--- src/rtl/cfg_apb_bridge_if.sv ---
// APB3 bus bundle between the CPU-side master and the configuration bridge.
interface cfg_apb_bridge_if #(
    parameter int ADDR_W = 64
);
    logic              psel;
    logic              penable;
    logic              pwrite;
    logic [ADDR_W-1:0] paddr;
    logic [31:0]       pwdata;
    logic [31:0]       prdata;
    logic              pready;
    logic              pslverr;

    modport master (
        output psel, penable, pwrite, paddr, pwdata,
        input  prdata, pready, pslverr
    );

    modport slave (
        input  psel, penable, pwrite, paddr, pwdata,
        output prdata, pready, pslverr
    );
endinterface

--- src/rtl/cfg_apb_bridge.sv ---
// APB3 slave that turns CPU configuration accesses into the internal register
// bus feeding the configuration mux: registered address/write data, a
// one-cycle write strobe, and a fixed-latency sample of the mux read data.
module cfg_apb_bridge #(
    parameter int ADDR_W  = 64,
    parameter int NUM_SUB = 4,
    parameter int RD_LAT  = 2
) (
    input  logic              clk,
    input  logic              rst_n,
    cfg_apb_bridge_if.slave   apb,
    output logic [ADDR_W-1:0] reg_addr,
    output logic [31:0]       reg_wr_data,
    output logic              reg_wr_en,
    input  logic [31:0]       reg_rd_data
);
    // RD_LAT >= 2, so this width always holds RD_LAT-1.
    localparam int CNT_W = $clog2(RD_LAT);

    typedef enum logic [1:0] {IDLE, WR, RD, RESP} state_t;

    state_t            state_reg,   state_next;
    logic [CNT_W-1:0]  cnt_reg,     cnt_next;
    logic              err_reg,     err_next;
    logic [ADDR_W-1:0] addr_reg,    addr_next;
    logic [31:0]       wdata_reg,   wdata_next;
    logic              wr_en_reg,   wr_en_next;
    logic [31:0]       prdata_reg,  prdata_next;
    logic              pready_reg,  pready_next;
    logic              pslverr_reg, pslverr_next;

    logic setup;
    logic err_calc;

    assign setup    = apb.psel & ~apb.penable;
    // Sub-block index above the decoded range, or a non-word-aligned address.
    assign err_calc = (apb.paddr[ADDR_W-1:13] >= (ADDR_W-13)'(NUM_SUB)) |
                      (apb.paddr[1:0] != 2'b00);

    // Next-state and output-register logic; every register holds by default.
    always_comb begin
        state_next   = state_reg;
        cnt_next     = cnt_reg;
        err_next     = err_reg;
        addr_next    = addr_reg;
        wdata_next   = wdata_reg;
        wr_en_next   = 1'b0;
        prdata_next  = prdata_reg;
        pready_next  = pready_reg;
        pslverr_next = pslverr_reg;

        case (state_reg)
            IDLE: begin
                if (setup) begin
                    addr_next  = apb.paddr;
                    wdata_next = apb.pwdata;
                    err_next   = err_calc;
                    if (apb.pwrite) begin
                        state_next = WR;
                        // Strobe is registered so it is high exactly while in WR.
                        wr_en_next = ~err_calc;
                    end else begin
                        state_next = RD;
                        cnt_next   = CNT_W'(RD_LAT - 1);
                    end
                end
            end
            WR: begin
                state_next   = RESP;
                prdata_next  = 32'd0;
                pready_next  = 1'b1;
                pslverr_next = err_reg;
            end
            RD: begin
                if (cnt_reg == '0) begin
                    state_next   = RESP;
                    prdata_next  = err_reg ? 32'd0 : reg_rd_data;
                    pready_next  = 1'b1;
                    pslverr_next = err_reg;
                end else begin
                    cnt_next = cnt_reg - CNT_W'(1);
                end
            end
            RESP: begin
                // Normal completion or master abort both return to IDLE.
                if (apb.penable | ~apb.psel) begin
                    state_next   = IDLE;
                    pready_next  = 1'b0;
                    pslverr_next = 1'b0;
                end
            end
            default: state_next = IDLE;
        endcase
    end

    // State and output registers with synchronous active-low reset.
    always_ff @(posedge clk) begin
        if (!rst_n) begin
            state_reg   <= IDLE;
            cnt_reg     <= '0;
            err_reg     <= 1'b0;
            addr_reg    <= '0;
            wdata_reg   <= '0;
            wr_en_reg   <= 1'b0;
            prdata_reg  <= '0;
            pready_reg  <= 1'b0;
            pslverr_reg <= 1'b0;
        end else begin
            state_reg   <= state_next;
            cnt_reg     <= cnt_next;
            err_reg     <= err_next;
            addr_reg    <= addr_next;
            wdata_reg   <= wdata_next;
            wr_en_reg   <= wr_en_next;
            prdata_reg  <= prdata_next;
            pready_reg  <= pready_next;
            pslverr_reg <= pslverr_next;
        end
    end

    assign reg_addr    = addr_reg;
    assign reg_wr_data = wdata_reg;
    assign reg_wr_en   = wr_en_reg;
    assign apb.prdata  = prdata_reg;
    assign apb.pready  = pready_reg;
    assign apb.pslverr = pslverr_reg;
endmodule
--- src/flat_wrapper.sv ---
// flat-port wrapper written by rule: the top's interface ports become plain ports
module cfg_apb_bridge_flat 
#(
    parameter int ADDR_W  = 64,
    parameter int NUM_SUB = 4,
    parameter int RD_LAT  = 2
)
  (clk, rst_n, reg_addr, reg_wr_data, reg_wr_en, reg_rd_data, apb_psel, apb_penable, apb_pwrite, apb_paddr, apb_pwdata, apb_prdata, apb_pready, apb_pslverr);
  cfg_apb_bridge_if #(.ADDR_W(ADDR_W)) apb_i ();
  input  logic clk;
  input  logic rst_n;
  output logic [ADDR_W-1:0] reg_addr;
  output logic [31:0] reg_wr_data;
  output logic reg_wr_en;
  input  logic [31:0] reg_rd_data;
  input wire logic [$bits(apb_i.psel)-1:0] apb_psel;
  input wire logic [$bits(apb_i.penable)-1:0] apb_penable;
  input wire logic [$bits(apb_i.pwrite)-1:0] apb_pwrite;
  input wire logic [$bits(apb_i.paddr)-1:0] apb_paddr;
  input wire logic [$bits(apb_i.pwdata)-1:0] apb_pwdata;
  output wire logic [$bits(apb_i.prdata)-1:0] apb_prdata;
  output wire logic [$bits(apb_i.pready)-1:0] apb_pready;
  output wire logic [$bits(apb_i.pslverr)-1:0] apb_pslverr;
  assign apb_i.psel = apb_psel;
  assign apb_i.penable = apb_penable;
  assign apb_i.pwrite = apb_pwrite;
  assign apb_i.paddr = apb_paddr;
  assign apb_i.pwdata = apb_pwdata;
  assign apb_prdata = apb_i.prdata;
  assign apb_pready = apb_i.pready;
  assign apb_pslverr = apb_i.pslverr;
  cfg_apb_bridge #(.ADDR_W(ADDR_W), .NUM_SUB(NUM_SUB), .RD_LAT(RD_LAT)) u_core (.clk(clk), .rst_n(rst_n), .apb(apb_i), .reg_addr(reg_addr), .reg_wr_data(reg_wr_data), .reg_wr_en(reg_wr_en), .reg_rd_data(reg_rd_data));
endmodule
--- config.mk ---
export PLATFORM = sky130hd
export DESIGN_NAME = cfg_apb_bridge_flat
export DESIGN_NICKNAME = d
export VERILOG_FILES = /design/src/rtl/cfg_apb_bridge_if.sv /design/src/rtl/cfg_apb_bridge.sv /design/src/flat_wrapper.sv
export SDC_FILE = /design/constraint.sdc
export NUM_CORES = 1
export LEC_CHECK = 0
export CAP_MARGIN = 5
export CORE_ASPECT_RATIO = 1.4
export CORE_MARGIN = 5
export CORE_UTILIZATION = 41
export DETAILED_ROUTE_END_ITERATION = 8
export GPL_ROUTABILITY_DRIVEN = 0
export HOLD_SLACK_MARGIN = 0.06
export PLACE_DENSITY_LB_ADDON = 0.2
export SETUP_SLACK_MARGIN = 0.3
export SLEW_MARGIN = 0
export SYNTH_ARGS = -nofsm -noshare
export SYNTH_HDL_FRONTEND = slang
export SYNTH_SLANG_ARGS = --single-unit
export TNS_END_PERCENT = 30
--- constraint.sdc ---
create_clock -name clk -period 1.9 [get_ports clk]
set_input_delay 0.285 -clock clk [delete_from_list [all_inputs] [get_ports clk]]
set_output_delay 0.285 -clock clk [all_outputs]
set_load 0.05 [all_outputs]
# --- Yosys cells after proc, flatten, opt, wreduce, memory -nomap -nowiden ---
# Cells that the tools add are included.
totals:
  register_bits: 135
  word_cells: 52
  out_inout_bits: 131
classes:
  n_eq_ne: 7
  bitwise_logic: 6
  n_reduce_logical: 11
  magnitude_cmp: 1
  mux: 17
  addsub: 1
ops:
  columns: ["cell", "count"]
  rows:
  - ["2-to-1 mux 32 bit", 2]
  - ["one-hot mux 32 bit (2 select lines)", 1]
  - [">= comparator 51 x 3 -> 1 bit, second input constant", 1]
  - ["AND reduction 3 bit", 3]
  - ["2-to-1 mux 2 bit", 4]
  - ["one-hot mux 2 bit (4 select lines)", 1]
  - ["2-to-1 mux 1 bit", 6]
  - ["one-hot mux 1 bit (3 select lines)", 2]
  - ["nonzero test 2 bit", 3]
  - ["equality test 2 bit, second input constant", 2]
  - ["inequality test 2 x 1 -> 1 bit, second input constant", 2]
  - ["inequality test 2 bit, second input constant", 2]
  - ["AND reduction 2 bit", 2]
  - ["AND reduction 4 bit", 1]
  - ["inverter 1 bit", 3]
  - ["nonzero test 3 bit", 1]
  - ["equality test 2 x 1 -> 1 bit, second input constant", 1]
  - ["zero test 2 bit", 1]
  - ["bitwise OR 1 bit", 2]
  - ["one-hot mux 1 bit (2 select lines)", 1]
  - ["AND 1 bit", 1]
  - ["subtractor 1 bit, second input constant", 1]

# --- Logic depth before layout (Yosys ltp) ---
# Gate-level depths: netlist (run 1).
logic_depth:
  ltp_word: 4
  ltp_mapped: 9
  ltp_nobuf: 6

# --- Worst setup path after synthesis (run 1) ---
# OpenSTA, ideal clock, no wires.
synth_timing:
  path_kind: "flip-flop to flip-flop"
  from: "register u_core.state_reg[0]"
  to: "register u_core.err_reg"
  slack_ps: 343
  arrival_time_ps: 1435
  t_required_ps: 1777
  setup_ps: 123
  stages_incl_launch_ff: 10
  cell_sequence: "dfxtp_1 -> inv_1 -> ha_1 -> buf_4 -> and3b_1 -> buf_4 -> buf_6 -> buf_6 -> o21ai_1 -> nor2_1"
synth_between:
  elab_chain_len: 2
synth_lines:
  columns: ["element", "line_no", "rtl"]
  rows:
  - ["start: declaration", "cfg_apb_bridge.sv:22", "state_t state_reg, state_next;"]
  - ["start signal: assignment", "cfg_apb_bridge.sv:109", "state_reg <= state_next;"]
  - ["zero test 2 bit", "cfg_apb_bridge.sv:52", "case (state_reg)"]
  - ["AND reduction 2 bit (no source line)", null, null]
  - ["end signal: assignment", "cfg_apb_bridge.sv:111", "err_reg <= err_next;"]
  - ["end: declaration", "cfg_apb_bridge.sv:24", "logic err_reg, err_next;"]
# Every way passes these cells.
# A chain may end at the register's enable or synchronous reset.

# --- Worst setup path in the final report (run 1) ---
layout_timing:
  from: "register u_core.addr_reg[62], in the netlist u_core.reg_addr[62]"
  to: "output reg_addr[62]"
layout_lines:
  columns: ["element", "line_no", "rtl"]
  rows:
  - ["start: declaration", "cfg_apb_bridge.sv:25", "logic [ADDR_W-1:0] addr_reg, addr_next;"]
  - ["start signal: assignment", "cfg_apb_bridge.sv:112", "addr_reg <= addr_next;"]
  - ["end: declaration", "flat_wrapper.sv:12", "output logic [ADDR_W-1:0] reg_addr;"]
# No word-level cell between the ends.

==> metrics.md, run 1 <==
| Metric | Value |
|---|---|
| Final Power | 10.94 mW |
| Multi-input logic area | between 2000 and 3000 um2 |
| Synth area leaders | dfxtp_1 49%, nand2_1 13%, a21boi_0 9.0% |
| Pin count of the biggest net entering global routing | about 140 |
| CP Depth | 1 |
| Ant diodes | 0 |
| RSZ-0062 raised after global routing | true |
| Total core area | ~13000 um2 |
| Clk_lat worst skew | 0.41 ns |
| CP Capture Type | output port |
| Cell with the most instances after synthesis | nand2_1 |
| Slew Limit Headroom | 61.02% |
| CP Buf/Inv Count | 1 |
| Library cells used by synthesis | 33 |
| Synthesized cell area | between 5000 and 6000 um2 |
| Period utilization | 97.33% |
| Worst path arrival time | 1.56 ns |
| WHS Path Cells | 3 |
| Routed via count | 5351 |
| Leak | around 4.6 nW |
| Synthesized instance count | 623 |
| Hold WC Path Type | input pin to flop |
| Placed cell count | 1030 |
| Root Driver | clkbuf_16 |
| Yosys reg bits | 135 |
| EDFF count, synth | 0 |
| H-tree Lvls | 4 |
| Critical Path RT | 1.62 ns |
| Synth warn | 0 |
| Worst path slowest cell | clkdlybuf4s50_1 |
| Global route overflow | 0 |
| Actual slew at the worst max-slew pin | 0.5725 ns |
| 1st-iter DRT viols | 164 |
| Setup violators final | 0 |
| Inserted Clock Buffers | 17 |
| Hold Fails Final Rpt | 0 |
| Via density | 5.024 |
| Drt total wl | around 18000 um |
| Port Buffers | 263 |
| Fillers | 1076 |
| CTS max path bufs | 2 |
| DRC violations left | 0 |
| Pins Over Slew Limit | 0 |
| Layout Cells excl Fill | around 1100 |
| CP Launch Type | flop |
| Ys async rst share | 0% |
| R2R cell count | 6 |
| Synthesized area per cell | 8.921 um2 |
| Die height | approximately 150 um |
| FF+latch area | 2703 um2 |
| DR WL/cell | between 15 and 20 um |
| Crit path time final | 1.849 ns |
| Post-DP HPWL | 12680 um |
| Power density over the cells | 1196 nW/um2 |
| Clk_skew | between 0.006 and 0.007 ns |
| P&R area growth vs syn | 64.59% |
| Vias in the first global route | 5575 |
| Status | finished clean |
| Worst path cell trace | clkdlybuf4s50_1 |
| Fin nets | approximately 1000 |
| Delay of the slowest critical-path stage | 0.82 ns |
| Max_cap viols | 0 |
| Clock slew seen by the registers of the worst setup and hold paths | 0.06 ns |
| Most frequent cells after synthesis | 198 x nand2_1, 135 x dfxtp_1, 67 x a21boi_0, 35 x nor2b_1, 34 x a21oi_1 |
| Worst setup path class | flop to output port |
| CP top delay family | buffers and inverters |
| Die area | 16020 um2 |
| Post-synthesis sequential area ratio | 48.63% |
| Clock sinks | roughly 140 |
| Synthesized Nets | 760 |
| Synth top area share | 48.63% |
| Initial antenna violation count | 0 |
| Final ANT Viol Nets | 0 |
| Largest register FFs | 64 |
| Yosys top cell by area | dfxtp_1 |
| Predominant post-synthesis flop cell | dfxtp_1 |
| Drt first pass iters | 4 |
| Max frequency | 540.8 MHz |
| I/O Pins | 264 |
| GR Util All Layers | 21.96% |
| Starting density of the core | 41.71% |
| CTS tree | done |
| # rows | 50 |
| Worst ir drop on vdd | between 0.0007 and 0.0008 V |
| Max FO, Critical Path | 2 |
| Die width | 108.4 um |
| First-pass GRT wire length | 27790 um |
| Layout cells sized above 1 | 8.947% |
routing by layer:
metal / up-vias / GRT usage (%) / part of all wire, %
li1: 2598 / - / -
met1: 2497 / 22.41 / 37
met2: 218 / 38.58 / 50
met3: 38 / 8.737 / 9.2
met4: 0 / 10.36 / 3.6
met5: - / 0 / 0
cells in the final DEF, fill, tap and decap left out, types with 2 or more instances in the layout:
cell             instances
buf_12                   4
and4bb_2                20
nor4_2                   5
nor3_1                   2
nor4bb_1                12
nand2b_1                 3
a21boi_1                29
nor4_1                   8
clkinvlp_4               3
mux2i_4                  2
a21boi_0                67
o211a_1                  2
clkinv_4                 2
bufinv_16                5
dfxtp_1                135
a21oi_1                 34
dlymetal6s2s_1          73
buf_4                   12
nand4_1                  3
clkdlybuf4s15_1         10
inv_1                    3
clkbuf_1                 2
nor2b_1                 35
nand2_1                198
clkbuf_16               17
ha_1                     3
dlygate4sd2_1           16
clkdlybuf4s50_1        159
clkinv_2                 2
cell families (layout without fill, tap and decap cells):
family	after synthesis	after routing	share of synthesized area (%)
buffers and inverters	53	312	5.155
multiplexers	2	3	0.5853
flip-flops	135	135	48.63
AND/OR/NAND/NOR	291	291	27.56
AO/OA/AOI/OAI	138	138	17.18
adder cells (fa/ha/maj)	4	4	0.9005
area by class of cell:
type / count / share of cell area [%]
repair buffers: 277 / 32.17
flip-flops and latches: 135 / 29.54
clock buffers: 20 / 4.883
multi-input cells: 436 / 28.60
well taps: 182 / 2.489
clock inverters: 12 / 2.188
inverters: 3 / 0.1231
repair_timing:
item,CTS,global route
resized for setup,43,73
endpoints found under the setup margin,197,246
setup buffers,2,0
gates cloned,1,0
hold buffers,0,0
path summary, 6_finish.rpt:
kind / start / endpoint / slack, ns
max: u_core.reg_addr[62] / reg_addr[62] / 0.05
max reg2reg: u_core.state_reg[0] / u_core.reg_wr_data[10] / 0.19
min: rst_n / u_core.reg_addr[45] / 0.42
min reg2reg: u_core.reg_addr[2] / u_core.reg_addr[2] / 0.45
worst register-to-register path: cells and delay by family, from the launching register on:
| family | cells | cell delay, ns |
|---|---|---|
| buffers and inverters | 2 | 0.42 |
| and+or+nand+nor | 2 | 0.40 |
| DFF | 1 | 0.33 |
| adders and majority gates | 1 | 0.31 |
| AOI/OAI and AO/OA | 1 | 0.18 |
per-stage QoR:
stage | util [%] | hold slack [ns] | cell area, um2 | setup TNS [ns] | worst slack [ns]
6_report | 68.65 | 0.4161 | 9148 | 0 | 0.05080
5_1_grt | 68.65 | 0.4264 | 9148 | 0 | 0.02467
4_1_cts | 67.28 | 0.4059 | 8965 | 0 | 0.02882
3_5_place_dp | 62.16 | 0.4445 | 8283 | -1.346 | -0.09054
3_3_place_gp | 62.16 | 0.4395 | 8283 | -0.01729 | -0.01729
2_1_floorplan | - | 0.4199 | 5558 | 0 | 0.3426
power by group:
| part | internal (mW) | switching (mW) | total (mW) |
|---|---|---|---|
| registers | 3.20 | 0.194 | 3.39 |
| clock network | 2.36 | 1.24 | 3.61 |
| logic | 1.47 | 2.48 | 3.94 |
Note: power is estimated with default switching activity, not from simulation.
==> inputs of run 2 (changes only) <==
--- a/config.mk
+++ b/config.mk
@@ -9,6 +9,7 @@
 export CORE_ASPECT_RATIO = 1.4
 export CORE_MARGIN = 5
 export CORE_UTILIZATION = 41
+export CTS_CLUSTER_SIZE = 24
 export DETAILED_ROUTE_END_ITERATION = 8
 export GPL_ROUTABILITY_DRIVEN = 0
 export HOLD_SLACK_MARGIN = 0.06
==> results of run 2 <==
The final DEF is identical to that of run 1; final timing and power are the same.
==> inputs of run 3 (changes only) <==
--- a/config.mk
+++ b/config.mk
@@ -6,7 +6,7 @@
 export NUM_CORES = 1
 export LEC_CHECK = 0
 export CAP_MARGIN = 5
-export CORE_ASPECT_RATIO = 1.4
+export CORE_ASPECT_RATIO = 0.7
 export CORE_MARGIN = 5
 export CORE_UTILIZATION = 41
 export CTS_CLUSTER_SIZE = 24
==> run 3 against run 2 <==
Net effect: total power shrank 4.1%; core utilization is 0.15 points lower; largest power group unchanged; critical path depth is the same; non-clock buffer count rose by 1; highest routed layer unchanged; critical endpoint is now reg_addr[22].
==> metrics.md, run 3 (same netlist as run 1, synthesis figures left out) <==
| Metric | Value |
|---|---|
| Status | finished clean |
| Worst path arrival time | 1.56 ns (about the same) |
| Hold Fails Final Rpt | 0 (unchanged) |
| Ant diodes | 0 (unchanged) |
| 1st-iter DRT viols | 200 (+22%) |
| Setup repair bufs after CTS | 0 (-2) |
| Slew Limit Headroom | 60.49% (-0.53 points) |
| First-pass GRT wire length | 27630 um (-0.57%) |
| Design area | 9059 um2 (-0.97%) |
| FF+latch area | 2703 um2 (unchanged) |
| CTS tree | done |
| Actual slew at the worst max-slew pin | 0.5872 ns (+0.01472 ns) |
| Setup violators final | 0 (unchanged) |
| Post-DP HPWL | 13020 um (+2.6%) |
| Fin nets | 1007 (unchanged) |
| Crit path time final | 1.845 ns (-0.004309 ns) |
| P&R area growth vs syn | 62.99% |
| Drt total wl | 17730 um (-2.2%) |
| FF-to-FF setup slack | 0.25 ns (+0.06 ns) |
| Hold path start | rst_n |
| Total core area | 13230 um2 (-0.75%) |
| CP Buf/Inv Count | 1 (unchanged) |
| Leak | 4.536 nW (-0.55%) |
| Max FO, Critical Path | 2 (unchanged) |
| Via density | 4.860 (-3.3%) |
| WL met1 | 7210 um (+6.7%) |
| Final Power | 10.49 mW (-4.1%) |
| Drt first pass iters | 5 (+1) |
| Min-Delay Endpoint | u_core.apb.prdata[3] |
| Worst path cell trace | clkdlybuf4s50_1 |
| Hold WC Path Type | input pin to flop |
| Setup TNS | 0 ns (unchanged) |
| Net Sw Power | 3.889 mW (-0.64%) |
| Placed inst area | 8342 um2 (+0.71%) |
| Final ANT Viol Nets | 0 (unchanged) |
| DRC violations left | 0 (unchanged) |
| Pin count of the biggest net entering global routing | 55 (-60%) |
| CTS max path bufs | 2 (unchanged) |
| Met3 wire len | 1634 um (-1.5%) |
| Period utilization | 97.10% (-0.23 points) |
| Pins Over Slew Limit | 0 (unchanged) |
| Clock Power Share | 31.1% (-1.9 points) |
| Int Pwr | 6.602 mW (-6.1%) |
| Comb power frac | 36.6% (+0.6 points) |
| Delay of the slowest critical-path stage | 0.82 ns (about the same) |
| Met2 wire length | 8415 um (-7.1%) |
| Starting density of the core | 42.02% (+0.32 points) |
| Fillers | 1032 (-4.1%) |
| DR WL/cell | 16.60 um (-2.4%) |
| Max_cap viols | 0 (unchanged) |
| Worst reg2reg path startpoint | u_core.state_reg[0] |
| Die area | 16020 um2 (about the same) |
| I/O Pins | 264 (unchanged) |
| H-tree Lvls | 4 (unchanged) |
| Largest register FFs | 64 (unchanged) |
| Sw Share | 37.07% (+1.3 points) |
| Port Buffers | 263 (unchanged) |
| Clk_skew | 0.007362 ns (+0.0007308 ns) |
| Routed via count | 5191 (-3.0%) |
| Worst path slowest cell | clkdlybuf4s50_1 |
| CP Capture Type | output port |
| Critical Path RT | 1.62 ns (about the same) |
| Global route overflow | 0 (unchanged) |
| CP Launch Type | flop |
| Final Core Density | 68.50% (-0.15 points) |
| Power share of the sequential group | 32.3% (+1.3 points) |
| Clock sinks | 135 (unchanged) |
| Commonest non-fill, non-tap cell in the layout | nand2_1 |
| Vias in the first global route | 5397 (-3.2%) |
| Max frequency | 542.0 MHz (+0.23%) |
| Initial antenna violation count | 0 (unchanged) |
| R2R cell count | 6 (unchanged) |
| GR Util All Layers | 21.51% (-0.45 points) |
| Layout cells sized above 1 | 9.173% (+0.23 points) |
| RSZ-0062 raised after global routing | true |
| Die height | 107.4 um (-27%) |
| Clk_lat worst skew | 0.40 ns (about the same) |
| Worst setup path class | flop to output port |
| WHS | 0.3404 ns (-0.07566 ns) |
| Die width | 149.2 um (+38%) |
| Clock slew seen by the registers of the worst setup and hold paths | 0.06 ns (about the same) |
| Reg2reg end | u_core.apb.prdata[9] |
| WHS Path Cells | 2 (-1) |
| Inserted Clock Buffers | 17 (unchanged) |
| Worst ir drop on vdd | 0.0007063 V (+0.72%) |
| Root Driver | clkbuf_16 |
| Power density over the cells | 1158 nW/um2 (-3.2%) |
| Multi-input logic area | 2581 um2 (-1.3%) |
| # rows | 35 (-30%) |
| Commonest cells after routing, fill and taps aside | 198 x nand2_1, 149 x clkdlybuf4s50_1, 135 x dfxtp_1 |
| CP top delay family | buffers and inverters |
| Top routing layer in use | met4 |
run 3: cell type report:
type | count | share of cell area (%)
clock buffer | 19 | 4.890
clock inverter | 13 | 1.616
inverter | 3 | 0.1243
multi-input combinational | 435 | 28.49
sequential | 135 | 29.83
tap | 185 | 2.555
timing repair buffer | 278 | 32.49
run 3: worst max path at each step:
stage	slack (ns)	to	depth (start not counted)	from
global route	0.03	apb_prdata[21]	1	u_core.apb.prdata[21]
CTS	0.04	reg_wr_data[24]	1	u_core.reg_wr_data[24]
detailed placement	-0.23	u_core.reg_wr_en	6	apb_paddr[61]
global placement	-0.15	u_core.reg_wr_en	6	apb_paddr[61]
finish	0.06	reg_addr[22]	1	u_core.reg_addr[22]
floorplan	0.34	u_core.err_reg	9	u_core.state_reg[0]
run 3: per-layer routing:
metal  track usage [%]  vias to the layer above
li1                  -                     2590
met2             36.62                      197
met1             24.90                     2371
met3             7.870                       33
met5                 0                        -
met4             7.838                        0
run 3: what timing repair did:
item | CTS | global route
hold buffers | 0 | 0
gates cloned | 0 | 0
resized for setup | 44 | 68
pin swaps | 0 | 0
setup endpoints to repair | 133 | 229
endpoints found under the hold margin | 0 | 0
run 3: power by group through the flow:
stage / Clock, mW / Sequential, mW / Combinational (mW)
3_3_place_gp: 0 / 3.43 / 3.86
6_report: 3.26 / 3.39 / 3.84
2_1_floorplan: 0 / 4.60 / 1.43
3_5_place_dp: 0 / 3.46 / 3.94
4_1_cts: 3.32 / 3.39 / 3.89
5_1_grt: 3.47 / 3.43 / 4.10
run 3: per-stage QoR:
step,worst slack (ns),std cells
6_report,0.05511,1068
3_5_place_dp,-0.2306,1036
3_3_place_gp,-0.1450,1036
5_1_grt,0.03490,1068
4_1_cts,0.04241,1068
2_1_floorplan,0.3426,623
